File: src/rtl/divider_pkg.sv
// Shared widths, state encoding and counter type for the restoring divider.
package divider_pkg;

    localparam int unsigned DATA_LENGTH = 16;
    localparam int unsigned QUO_W       = 2 * DATA_LENGTH;
    localparam int unsigned REM_W       = DATA_LENGTH + 1;
    localparam int unsigned CNT_W       = $clog2(QUO_W) + 1;

    typedef enum logic [1:0] {
        idle    = 2'd0,
        init    = 2'd1,
        compute = 2'd2,
        finish  = 2'd3
    } div_state_t;

    typedef logic [CNT_W-1:0] cnt_t;

endpackage

File: src/rtl/divider_step.sv
// One restoring-division iteration: shift {rem, quo} left, then conditionally subtract the divisor.
module divider_step
    import divider_pkg::*;
(
    input  logic [REM_W-1:0]       rem,
    input  logic [QUO_W-1:0]       quo,
    input  logic [DATA_LENGTH-1:0] divisor,
    output logic [REM_W-1:0]       rem_next,
    output logic [QUO_W-1:0]       quo_next
);

    logic [REM_W:0] shifted;
    logic [REM_W:0] div_ext;
    logic [REM_W:0] diff;
    logic           ge;

    // Compare on one extra bit so the shifted-out remainder MSB is never lost.
    always_comb begin
        shifted  = {rem, quo[QUO_W-1]};
        div_ext  = (REM_W + 1)'(divisor);
        diff     = shifted - div_ext;
        ge       = (shifted >= div_ext);
        rem_next = ge ? REM_W'(diff) : REM_W'(shifted);
        quo_next = {quo[QUO_W-2:0], ge};
    end

endmodule

File: src/rtl/divider.sv
// Sequential restoring divider, one quotient bit per cycle, with start/busy/finish handshake.
module divider
    import divider_pkg::*;
(
    input  logic                   clk_i,
    input  logic                   rst_i,
    input  logic                   start_i,
    input  logic [QUO_W-1:0]       indata_n_i,
    input  logic [DATA_LENGTH-1:0] indata_d_i,
    output logic                   busy_o,
    output logic                   finish_o,
    output logic                   div_by_zero_o,
    output logic [QUO_W-1:0]       outdata_q_o,
    output logic [DATA_LENGTH-1:0] outdata_r_o
);

    div_state_t             state_q;
    div_state_t             state_d;
    logic [QUO_W-1:0]       quo_q;
    logic [REM_W-1:0]       rem_q;
    logic [DATA_LENGTH-1:0] div_q;
    cnt_t                   cnt_q;
    logic [QUO_W-1:0]       quo_step;
    logic [REM_W-1:0]       rem_step;
    logic                   busy_d;
    logic                   finish_d;
    logic                   d_zero;

    assign d_zero = (indata_d_i == '0);

    divider_step u_step (
        .rem      (rem_q),
        .quo      (quo_q),
        .divisor  (div_q),
        .rem_next (rem_step),
        .quo_next (quo_step)
    );

    always_ff @(posedge clk_i) begin
        if (rst_i) state_q <= idle;
        else       state_q <= state_d;
    end

    // Counter is checked before its decrement, so 1 means the last step is in flight.
    always_comb begin
        state_d = idle;
        case (state_q)
            idle:    state_d = start_i ? init : idle;
            init:    state_d = d_zero ? finish : compute;
            compute: state_d = (cnt_q == cnt_t'(1)) ? finish : compute;
            finish:  state_d = idle;
            default: state_d = idle;
        endcase
    end

    // Status flags are decoded from the upcoming state and registered.
    always_comb begin
        busy_d   = (state_d == init) || (state_d == compute);
        finish_d = (state_d == finish);
    end

    always_ff @(posedge clk_i) begin
        if (rst_i) begin
            busy_o        <= 1'b0;
            finish_o      <= 1'b0;
            div_by_zero_o <= 1'b0;
            quo_q         <= '0;
            rem_q         <= '0;
            div_q         <= '0;
            cnt_q         <= '0;
        end else begin
            busy_o   <= busy_d;
            finish_o <= finish_d;
            case (state_q)
                init: begin
                    // A zero divisor skips compute and presents the saturated result directly.
                    quo_q         <= d_zero ? '1 : indata_n_i;
                    rem_q         <= d_zero ? REM_W'(indata_n_i[DATA_LENGTH-1:0]) : '0;
                    div_q         <= indata_d_i;
                    cnt_q         <= cnt_t'(QUO_W);
                    div_by_zero_o <= d_zero;
                end
                compute: begin
                    quo_q <= quo_step;
                    rem_q <= rem_step;
                    cnt_q <= cnt_q - cnt_t'(1);
                end
                default: ;
            endcase
        end
    end

    assign outdata_q_o = quo_q;
    assign outdata_r_o = rem_q[DATA_LENGTH-1:0];

endmodule

File: config.mk
export PLATFORM = sky130hd
export DESIGN_NAME = divider
export DESIGN_NICKNAME = d
export VERILOG_FILES = /design/src/rtl/divider_pkg.sv /design/src/rtl/divider_step.sv /design/src/rtl/divider.sv
export SDC_FILE = /design/constraint.sdc
export NUM_CORES = 1
export LEC_CHECK = 0
export BUFFER_PORTS_ARGS = -buffer_cell sky130_fd_sc_hd__buf_4
export CORE_ASPECT_RATIO = 1.25
export CORE_MARGIN = 2
export CORE_UTILIZATION = 50
export CTS_CLUSTER_DIAMETER = 50
export DETAILED_ROUTE_END_ITERATION = 12
export PLACE_DENSITY = 0.73
export SLEW_MARGIN = 40
export SYNTH_ARGS = -nofsm -noshare
export SYNTH_HDL_FRONTEND = slang
export SYNTH_HIERARCHICAL = 1
export SYNTH_SLANG_ARGS = --single-unit
File: constraint.sdc
create_clock -name clk_i -period 2.5 [get_ports clk_i]
set_input_delay 0.375 -clock clk_i [delete_from_list [all_inputs] [get_ports clk_i]]
set_output_delay 0.375 -clock clk_i [all_outputs]
set_load 0.01 [all_outputs]
# After elaboration in Yosys (flattened, before gate mapping)
# Cells that the tools add are included.
# totals
ff_bits	76
word_cells	32
inputBits	51
output_inout_bits	51
# classes
add_sub_neg	2
eq_ne	7
n_lt_le_gt_ge	1
muxes	10
reduce_logical	4
# op_table
op	count
32-bit case mux with 2 select lines	1
17-bit case mux with 2 select lines	1
32-bit two-way mux	1
18-bit by 16-bit >= comparator with 1-bit output	1
17-bit two-way mux	1
17-bit by 16-bit subtractor with 17-bit output	1
16-bit zero test	1
16-bit two-way mux	1
6-bit case mux with 2 select lines	1
2-bit == test, second input constant	4
2-bit case mux with 4 select lines	1
6-bit by 1-bit == test with 1-bit output, second input constant	1
6-bit by 1-bit subtractor with 6-bit output, second input constant	1
2-bit by 1-bit == test with 1-bit output, second input constant	2
1-bit two-way mux	3
2-bit zero test	1
2-bit nonzero test	1
1-bit logical OR	1

# Longest topological paths before layout
# Gate-level depths: netlist of run 1.
# logic_depth
word_depth	5
mapped_depth	13
ltp_nobuf	12

# Modules after synthesis
# The synthesis of run 1 kept the hierarchy.
# modules_own_cells
mod	cells_each	seq_area_each_um2	area_each_um2	instances
divider	381	1521.5	3445.8	1
divider_step	191	0.0	1308.8	1

# Worst setup path after synthesis of run 1
# No wires, ideal clock.
# synth_path
path_type	reg2reg
from	register quo_q[31] (netlist: outdata_q_o[31])
to	register rem_q[12]
path_buffers	1
setup_ns	0.136
slack_ns	-0.167
t_arrival_ns	2.531
path_stages_with_launch	13
period_less_slack_ns	2.667
t_required_ns	2.364
path_cell_list	dfxtp_1 > inv_1 > ha_1 > inv_1 > fa_1 > a21o_1 > a221o_1 > o211ai_2 > nand3_4 > buf_6 > mux2_4 > a22oi_1 > o32ai_1
# synth_between
elab_chain_len	3
word_cells_on_any_way	4
cone_classes	add/sub: 1; order compare: 1; mux: 2
# synth_rtl
item	line	source
start: declaration	divider.sv:19	logic [QUO_W-1:0] quo_q;
start signal: assignment	divider.sv:77	quo_q <= d_zero ? '1 : indata_n_i;
start signal: assignment	divider.sv:84	quo_q <= quo_step;
17-bit by 16-bit subtractor with 17-bit output or 18-bit by 16-bit >= comparator with 1-bit output (tied branches)	divider_step.sv:21, divider_step.sv:22	
17-bit two-way mux (*)	divider_step.sv:23	rem_next = ge ? REM_W'(diff) : REM_W'(shifted);
via rem_step[12]	divider.sv:24	logic [REM_W-1:0] rem_step;
17-bit case mux with 2 select lines (*)	divider.sv:74	case (state_q)
end signal: assignment	divider.sv:78	rem_q <= d_zero ? REM_W'(indata_n_i[DATA_LENGTH-1:0]) : '0;
end signal: assignment	divider.sv:85	rem_q <= rem_step;
end: declaration	divider.sv:20	logic [REM_W-1:0] rem_q;
# The timed path passes the listed nets; every way through them passes the cells marked *.
# A chain may end at the register's enable or synchronous reset.

# Final worst setup path of run 1
# layout_path
from	register quo_q[31] (netlist: outdata_q_o[31])
to	register rem_q[6]
# Same word-level chain as after synthesis.

==> results of run 1 <==
[synth_stat cells, drive strengths merged (6+ instances only)]
cell / count / share of area
xnor2: 6 / 0.011
a22oi: 17 / 0.027
a21oi: 26 / 0.027
o211a: 9 / 0.019
a311oi: 7 / 0.013
xor2: 7 / 0.013
mux2i: 16 / 0.034
nor2b: 13 / 0.017
buf: 68 / 0.099
o22ai: 17 / 0.022
a211oi: 30 / 0.047
nand2: 25 / 0.020
dfxtp: 76 / 0.32
ha: 22 / 0.058
clkbuf: 20 / 0.016
mux2: 8 / 0.021
o21ai: 13 / 0.014
inv: 44 / 0.035
o32ai: 26 / 0.048
nor2: 66 / 0.052
[registers in the layout, indices dropped and copies added (netlist names)]
register / count
outdata_q_o: 32
rem_q: 17
div_q: 16
cnt_q: 6
state_q: 2
busy_o: 1
div_by_zero_o: 1
finish_o: 1
[worst max-delay path by stage]
stage           endpoint  depth (start not counted)             from  slack, ns
6_report        rem_q[6]                         11  outdata_q_o[31]      -0.23
5_1_grt         rem_q[6]                         11  outdata_q_o[31]      -0.31
4_1_cts        rem_q[10]                         13  outdata_q_o[31]      -0.12
3_5_place_dp   rem_q[10]                         13  outdata_q_o[31]      -0.17
3_3_place_gp   rem_q[14]                         12  outdata_q_o[31]      -0.12
2_1_floorplan  rem_q[12]                         12  outdata_q_o[31]      -0.11
[logic make-up (layout without fill, tap and decap cells)]
logic type,count (synthesis),after routing
compound gates,165,165
simple gates,139,141
buf+inv,132,209
flops,76,76
mux,24,24
fa+ha+maj,23,23
xor+xnor,13,13
[where the power goes]
part	total, mW	internal (mW)	switching [mW]
registers	1.41	1.32	0.0882
logic	1.58	0.776	0.808
clock network	1.40	0.870	0.532
[stage by stage]
stage	setup slack, ns	hold WS, ns	instance area (um2)	std cells	util
global route	-0.3065	0.2828	5987	774	0.6526
CTS	-0.1153	0.2777	5928	773	0.6462
floorplan	-0.1093	0.4569	4758	572	-
global placement	-0.1177	0.4673	5484	754	0.5978
detailed placement	-0.1660	0.4850	5484	754	0.5978
finish	-0.2289	0.2818	5987	774	0.6526
[routing by layer]
| layer | track usage | share of wire | up-vias |
|---|---|---|---|
| met2 | 0.4385 | 0.50 | 153 |
| met5 | 0 | 0 | - |
| met1 | 0.3098 | 0.42 | 2187 |
| met4 | 0.08384 | 0.017 | 0 |
| li1 | - | - | 2163 |
| met3 | 0.03995 | 0.055 | 17 |
[layout make-up]
type	instances	area, um2	share of cell area
Multi-Input combinational cell	366	2668	0.4456
Sequential cell	76	1524	0.2545
Timing Repair Buffer	150	1161	0.1939
Tap cell	123	153.9	0.02571
Inverter	44	165.2	0.02759
Clock buffer	9	225.2	0.03762
Clock inverter	6	90.09	0.01505
[worst min-delay path, delay by kind of cell]
family                 cells  cell delay (ns)
buffers and inverters      1             0.08
muxes                      1             0.06
and+or+nand+nor            1             0.07
[timing repair]
action                                  in CTS  in global routing
gates resized for setup                     23                 15
endpoints found under the setup margin      18                 18
endpoints found under the hold margin        0                  0
gates cloned                                 2                  0
pin swaps                                   15                  7
setup buffers                                2                  1
==> impl_metrics.ini, run 1 <==
[outcome]
outcome = complete, but fails checks
violations = negative setup slack

[global_route]
antenna_found_initial = 0
grt_pass1_vias = 4330
grt_max_degree = 51
grt_use_total = 0.2491
grt_pass1_wl_mm = 20.92
overflow = 0

[floorplanning]
fp.dieH_um = 113.0
initial_utilization = 0.5183
core_area_um2 = 9174
rows = 39
ioPinCount = 102
die_area_um2 = 10310
die_w_um = 91.22

[critical_path]
reg2reg_slack_ns = -0.23
cp_max_fo = 6
cp-start-kind = flop
worstPathArrival_ns = 2.94
slowest_stage = a221o_1
end_kind = flop
max_stage_delay_ns = 0.38
critPathBufInv = 2
crit_path_frequent_cell = inv_2
reg2reg_from = outdata_q_o[31]
required_ns = 2.71
path_cells = inv_2 > ha_4 > inv_2 > fa_2 > a21o_1 > a221o_1 > o211ai_4 > nand3_4 > mux2_4 > a22oi_1 > o32ai_2
path_delay_family = compound AO/OA/AOI/OAI gates
r2r_end = rem_q[6]
reg2regPathDepth = 11
critPathKind = flop to flop

[placed_design]
numPortBuffers = 101
gp_congestion = 0.8941
dpl.hpwl_mm = 8.786

[synthesis]
yosys.area_share.adder = 0.06211
synth_cell_type_count = 51
synth_top_family_by_area = compound AO/OA/AOI/OAI gates
synthArstFlopShare = 0
synth.area.mux_share = 0.05421
synthSimpleGateAreaFrac = 0.1387
synth-compound-area-share = 0.2518
synth_seq_cells = 76
seq_area_frac_synth = 0.3200
synth_cells = 572
synth_nets = 646
syn_avg_cell_area_um2 = 8.312
yosys_warnings = 6
synth_edf_count = 0
synthXorXnorAreaFrac = 0.02395
syn_area_um2 = 4755
ys_dominant_reg_cell = dfxtp_1

[power_and_ir_drop]
vdd_ir_drop_max_mv = 0.5145
p_per_area_nw_per_um2 = 734.1
cellLeakagePower_nw = 2.612
design_power_total_mw = 4.395

[finish]
final_nets = 721
fillerInstances = 839
n_antenna_cell = 0
final_common_cell = buf_4
final_cell_mix = buf_4 (143), dfxtp_1 (74), nor2_1 (62), inv_1 (42), a211oi_1 (29)
final_layout_size_suffix_gt1_frac = 0.3057
area_delta_synth_final_pct = 25.92

[clock_tree]
clock_latency_ns = 0.34
path_clk_slew_ns = 0.06
numCtsBuffers = 9
cts.sinks = 76
cts-root-buf = clkbuf_16
htreeDepth = 3
cts_tree = done
hold_buffers = 0
clockBufferDepth = 2

[min_path]
min_path_type = input pin to flop
hold_start = indata_d_i[9]
min_to = div_q[9]
hold-path-cell-count = 3

[sta]
finalSetupViolCount = 17
drv_slew = 0
setup_slack_ns = -0.2289
setup_tns_ns = -2.370
fmax_mhz = 366.4
min_period_ns = 2.729
rsz0062_at_grt = true
maxSlewHeadroom = 0.4949
finalCritPeriodShare = 1.092
finalHoldViolCount = 0
tightest_slew_ns = 0.7568
fin_skew_ns = 0.005090

[routing]
drtAntennaViolNets = 0
wl_per_cell_um = 16.60
drtIter0Drc = 345
drt-pass1-iter-count = 6
drcViolationCount = 0
viasPerCell = 5.840
drt_wl_total_mm = 12.85
vias = 4520

[run]
cap_violations = 0
Power figures use the tool's default switching activity.
==> run 2: changes to the inputs <==
--- a/config.mk
+++ b/config.mk
@@ -8,10 +8,10 @@
 export BUFFER_PORTS_ARGS = -buffer_cell sky130_fd_sc_hd__buf_4
 export CORE_ASPECT_RATIO = 1.25
 export CORE_MARGIN = 2
-export CORE_UTILIZATION = 50
+export CORE_UTILIZATION = 60
 export CTS_CLUSTER_DIAMETER = 50
 export DETAILED_ROUTE_END_ITERATION = 12
-export PLACE_DENSITY = 0.73
+export PLACE_DENSITY = 0.83
 export SLEW_MARGIN = 40
 export SYNTH_ARGS = -nofsm -noshare
 export SYNTH_HDL_FRONTEND = slang
==> constraint.sdc (replaced) <==
create_clock -name clk_i -period 3.5 [get_ports clk_i]
set_input_delay 0.525 -clock clk_i [delete_from_list [all_inputs] [get_ports clk_i]]
set_output_delay 0.525 -clock clk_i [all_outputs]
set_load 0.01 [all_outputs]
==> impl_metrics.ini, run 2 (synthesized netlist as in run 1, its figures left out) <==
[critical_path]
cp-start-kind = flop
reg2reg_slack_ns = 0.50
cp_max_fo = 27
r2r_end = rem_q[6]
reg2reg_from = outdata_q_o[31]
reg2regPathDepth = 11
critPathKind = flop to flop
worstPathArrival_ns = 3.21
required_ns = 3.71
end_kind = flop

[floorplanning]
ioPinCount = 102
initial_utilization = 0.6137
fp.dieH_um = 103.5
die_area_um2 = 8657
die_w_um = 83.62
core_area_um2 = 7747
rows = 36

[sta]
finalCritPeriodShare = 0.8577
setup_tns_ns = 0
drv_slew = 0
fmax_mhz = 333.1
rsz0062_at_grt = false
finalHoldViolCount = 0
maxSlewHeadroom = 0.4790
tightest_slew_ns = 0.7815
fin_skew_ns = 0.008616
finalSetupViolCount = 0
min_period_ns = 3.002

[placed_design]
placed_area_um2 = 5125
place_inst = 685
dpl.hpwl_mm = 7.980
numPortBuffers = 101
gp_congestion = 0.8587

[global_route]
grt_use_total = 0.2583
grt_max_degree = 79
grt_pass1_vias = 4020
overflow = 0
grt_pass1_wl_mm = 18.79
antenna_found_initial = 0

[finish]
fillerInstances = 653
final_common_cell = buf_4
seqCellArea_um2 = 1521
final_nets = 675
fin_util = 0.6909
post-route-cell-area_um2 = 5353
fin_cells = 701
final_cell_mix = buf_4 (106), dfxtp_1 (76), nor2_1 (66), inv_1 (44), a211oi_1 (30)
n_antenna_cell = 0
largest_reg_flops = 32
area_delta_synth_final_pct = 12.58
multi_input_area_um2 = 2529
final_layout_size_suffix_gt1_frac = 0.2228

[clock_tree]
path_clk_slew_ns = 0.08
hold_buffers = 0
post-cts-setup-buffers = 0
cts_tree = done
htreeDepth = 3
cts_resized = 0
numCtsBuffers = 9
cts.sinks = 76
clock_latency_ns = 0.36
clockBufferDepth = 2
cts-root-buf = clkbuf_8

[power_and_ir_drop]
p_per_area_nw_per_um2 = 496.1
cellLeakagePower_nw = 2.310
vdd_ir_drop_max_mv = 0.3280
design_power_total_mw = 2.656

[routing]
drtAntennaViolNets = 0
drt-pass1-iter-count = 5
drtIter0Drc = 325
drt_wl_total_mm = 11.48
drcViolationCount = 0
viasPerCell = 6.084
vias = 4265
wl_per_cell_um = 16.37

[outcome]
outcome = finished clean

[min_path]
min_path_type = input pin to flop
hold_start = indata_d_i[5]
min_to = div_q[5]
hold-path-cell-count = 3

[run]
cap_violations = 0
==> run 2: cell count changes in the layout (fill, tap and decap cells not counted), moves of 3 or more <==
cell and change:
nor2_1 +4, a22oi_2 -3, a21oi_2 -4, a22oi_1 +3, buf_6 -6, o21ai_0 +4, a21oi_1 +4, mux2_2 +3
mux2_4 -3, clkbuf_16 -9, o21ai_1 -4, buf_4 -37, clkbuf_8 +9
==> run 2: worst max-delay path, stage by stage (launching register included) <==
cell and delay [ns]:
dfxtp_1 0.36, inv_1 0.08, ha_1 0.16, inv_1 0.05
fa_1 0.40, a21o_1 0.20, a221o_1 0.38, o211ai_2 0.23
nand3_4 0.30, mux2_2 0.37, a22oi_1 0.17, o32ai_1 0.13
==> run 2: cell type report <==
class                           count  area share
Tap cell                           95     0.02221
Clock buffer                        9     0.02314
Timing Repair Buffer              106      0.1487
Clock inverter                      7     0.01847
Inverter                           44     0.03086
Multi-Input combinational cell    364      0.4724
Sequential cell                    76      0.2842
==> run 2: power breakdown <==
part           switching [mW]  total [mW]  internal (mW)  leakage [nW]
registers              0.0640        1.01          0.942         0.621
logic                   0.476       0.884          0.408          1.58
clock network           0.360       0.766          0.406         0.110
==> run 2: how the worst max path moves through the flow <==
stage                     from        end  slack [ns]  cells after the start
3_5_place_dp   outdata_q_o[31]   rem_q[6]        0.58                     11
6_report       outdata_q_o[31]   rem_q[6]        0.50                     11
5_1_grt        outdata_q_o[31]  rem_q[14]        0.33                     11
4_1_cts        outdata_q_o[31]   rem_q[6]        0.55                     11
3_3_place_gp   outdata_q_o[31]  rem_q[12]        0.69                     11
2_1_floorplan  outdata_q_o[31]  rem_q[12]        0.83                     12
==> run 2: layer usage <==
layer | track usage | share of wire
met5 | 0 | 0
met4 | 0.08410 | 0.017
met3 | 0.05896 | 0.065
met2 | 0.4440 | 0.50
met1 | 0.3181 | 0.42
==> run 2: stage by stage <==
stage	worst slack (ns)	hold slack, ns
after floorplan	0.8328	0.4569
after global placement	0.6909	0.4757
after detailed placement	0.5779	0.4851
after CTS	0.5499	0.3921
after global routing	0.3300	0.4287
final	0.4980	0.4023
==> run 3: changes to the inputs <==
--- a/config.mk
+++ b/config.mk
@@ -8,10 +8,10 @@
 export BUFFER_PORTS_ARGS = -buffer_cell sky130_fd_sc_hd__buf_4
 export CORE_ASPECT_RATIO = 1.25
 export CORE_MARGIN = 2
-export CORE_UTILIZATION = 60
+export CORE_UTILIZATION = 45
 export CTS_CLUSTER_DIAMETER = 50
 export DETAILED_ROUTE_END_ITERATION = 12
-export PLACE_DENSITY = 0.83
+export PLACE_DENSITY = 0.64
 export SLEW_MARGIN = 40
 export SYNTH_ARGS = -nofsm -noshare
 export SYNTH_HDL_FRONTEND = slang
==> impl_metrics.ini, run 3 (synthesized netlist as in run 1, its figures left out) <==
[finish]
fin_cells = 739
area_delta_synth_final_pct = 15.95
final_cell_mix = buf_4 (109), dfxtp_1 (76), nor2_1 (66), inv_1 (44), a211oi_1 (30)
fin_util = 0.5400
final_common_cell = buf_4
final_nets = 679
n_antenna_cell = 0
final_layout_size_suffix_gt1_frac = 0.2230
largest_reg_flops = 32

[routing]
drt_wl_total_mm = 12.01
drt-pass1-iter-count = 4
vias = 4239
drcViolationCount = 0
viasPerCell = 5.736
drtIter0Drc = 253
wl_per_cell_um = 16.26
drtAntennaViolNets = 0

[clock_tree]
cts_tree = done
numCtsBuffers = 9
cts.sinks = 76
cts_resized = 0
clockBufferDepth = 2
post-cts-setup-buffers = 0
hold_buffers = 0
htreeDepth = 3
clock_latency_ns = 0.34
cts-root-buf = clkbuf_16
path_clk_slew_ns = 0.06

[sta]
min_period_ns = 2.925
finalCritPeriodShare = 0.8357
drv_slew = 0
finalSetupViolCount = 0
fmax_mhz = 341.9
finalHoldViolCount = 0
fin_skew_ns = 0.006547
tightest_slew_ns = 0.7120
maxSlewHeadroom = 0.5248
setup_tns_ns = 0
rsz0062_at_grt = false

[power_and_ir_drop]
power_frac_clock = 0.335
cellLeakagePower_nw = 2.367
p_sw_uw = 915.2
vdd_ir_drop_max_mv = 0.2540
p_per_area_nw_per_um2 = 516.5
pwr-share-seq = 0.353
power_switching_share = 0.3214
p_int_mw = 1.932
combPwrFrac = 0.312

[critical_path]
path_delay_family = compound AO/OA/AOI/OAI gates
cp_max_fo = 27
end_kind = flop
reg2regPathDepth = 11
worstPathArrival_ns = 3.13
required_ns = 3.71
path_cells = inv_1 > ha_1 > inv_1 > fa_1 > a21o_1 > a221o_1 > o211ai_2 > nand3_4 > mux2_4 > a22oi_1 > o32ai_1
critPathKind = flop to flop
max_stage_delay_ns = 0.40
slowest_stage = fa_1
crit_path_frequent_cell = inv_1
cp-start-kind = flop
worstSetupPathDepth = 11
critPathBufInv = 2

[min_path]
min_path_type = input pin to flop
hold-path-cell-count = 3

[run]
cap_violations = 0

[global_route]
grt_max_degree = 79
grt_pass1_vias = 4011
grt_pass1_wl_mm = 19.56
overflow = 0
antenna_found_initial = 0
grt_use_total = 0.2131

[floorplanning]
fp.dieH_um = 118.9
die_w_um = 95.94
ioPinCount = 102
core_area_um2 = 10210
die_area_um2 = 11410
initial_utilization = 0.4657
rows = 41

[placed_design]
dpl.hpwl_mm = 8.401
numPortBuffers = 101
place_inst = 722
gp_congestion = 0.8807

[outcome]
outcome = finished clean
[run 3: cell types whose count changed in the layout (fill, tap and decap cells not counted), sizes merged]
cell	previous run	this run
buf	106	110
clkbuf	9	11
bufinv	2	1
inv	46	45
[run 3: tightest hold or removal path, delay by kind of cell]
kind	cells	cell delay, ns
mux	1	0.05
buf+inv	1	0.08
simple gates	1	0.07
[run 3: layout make-up]
class,count,area [um2]
Clock inverter,5,60.06
Multi-Input combinational cell,364,2524
Fill cell,983,4696
Inverter,44,165.2
Sequential cell,76,1521
Clock buffer,11,242.7
Timing Repair Buffer,110,838.3
Tap cell,129,161.4
[run 3: stage by stage]
step	setup slack, ns	power (mW)	area [um2]	hold WS [ns]
3_3_place_gp	0.6738	1.888	5190	0.4743
4_1_cts	0.5663	2.863	5493	0.4198
2_1_floorplan	0.8328	1.733	4755	0.4569
3_5_place_dp	0.6007	1.903	5190	0.4819
5_1_grt	0.3725	3.006	5513	0.4428
6_report	0.5751	2.847	5513	0.4296
[run 3: power by group through the flow]
stage,sequential (mW),combinational [mW],clock (mW)
CTS,1.01,0.884,0.975
detailed placement,1.02,0.880,0
global placement,1.02,0.866,0
finish,1.01,0.888,0.953
global route,1.02,0.985,1.01
floorplan,1.03,0.700,0
[run 3: layer usage]
metal	global-route usage	wire length, um
met5	0	0
met4	0.05714	110
met3	0.04617	676
met2	0.3566	5835
met1	0.2738	5390
[run 3: worst paths after layout]
| kind | from | end | slack [ns] |
|---|---|---|---|
| worst min register to register | div_q[8] | div_q[8] | 0.49 |
| worst min-delay path | indata_d_i[8] | div_q[8] | 0.43 |
| worst max-delay path | outdata_q_o[31] | rem_q[14] | 0.58 |
| worst max register to register | outdata_q_o[31] | rem_q[14] | 0.58 |
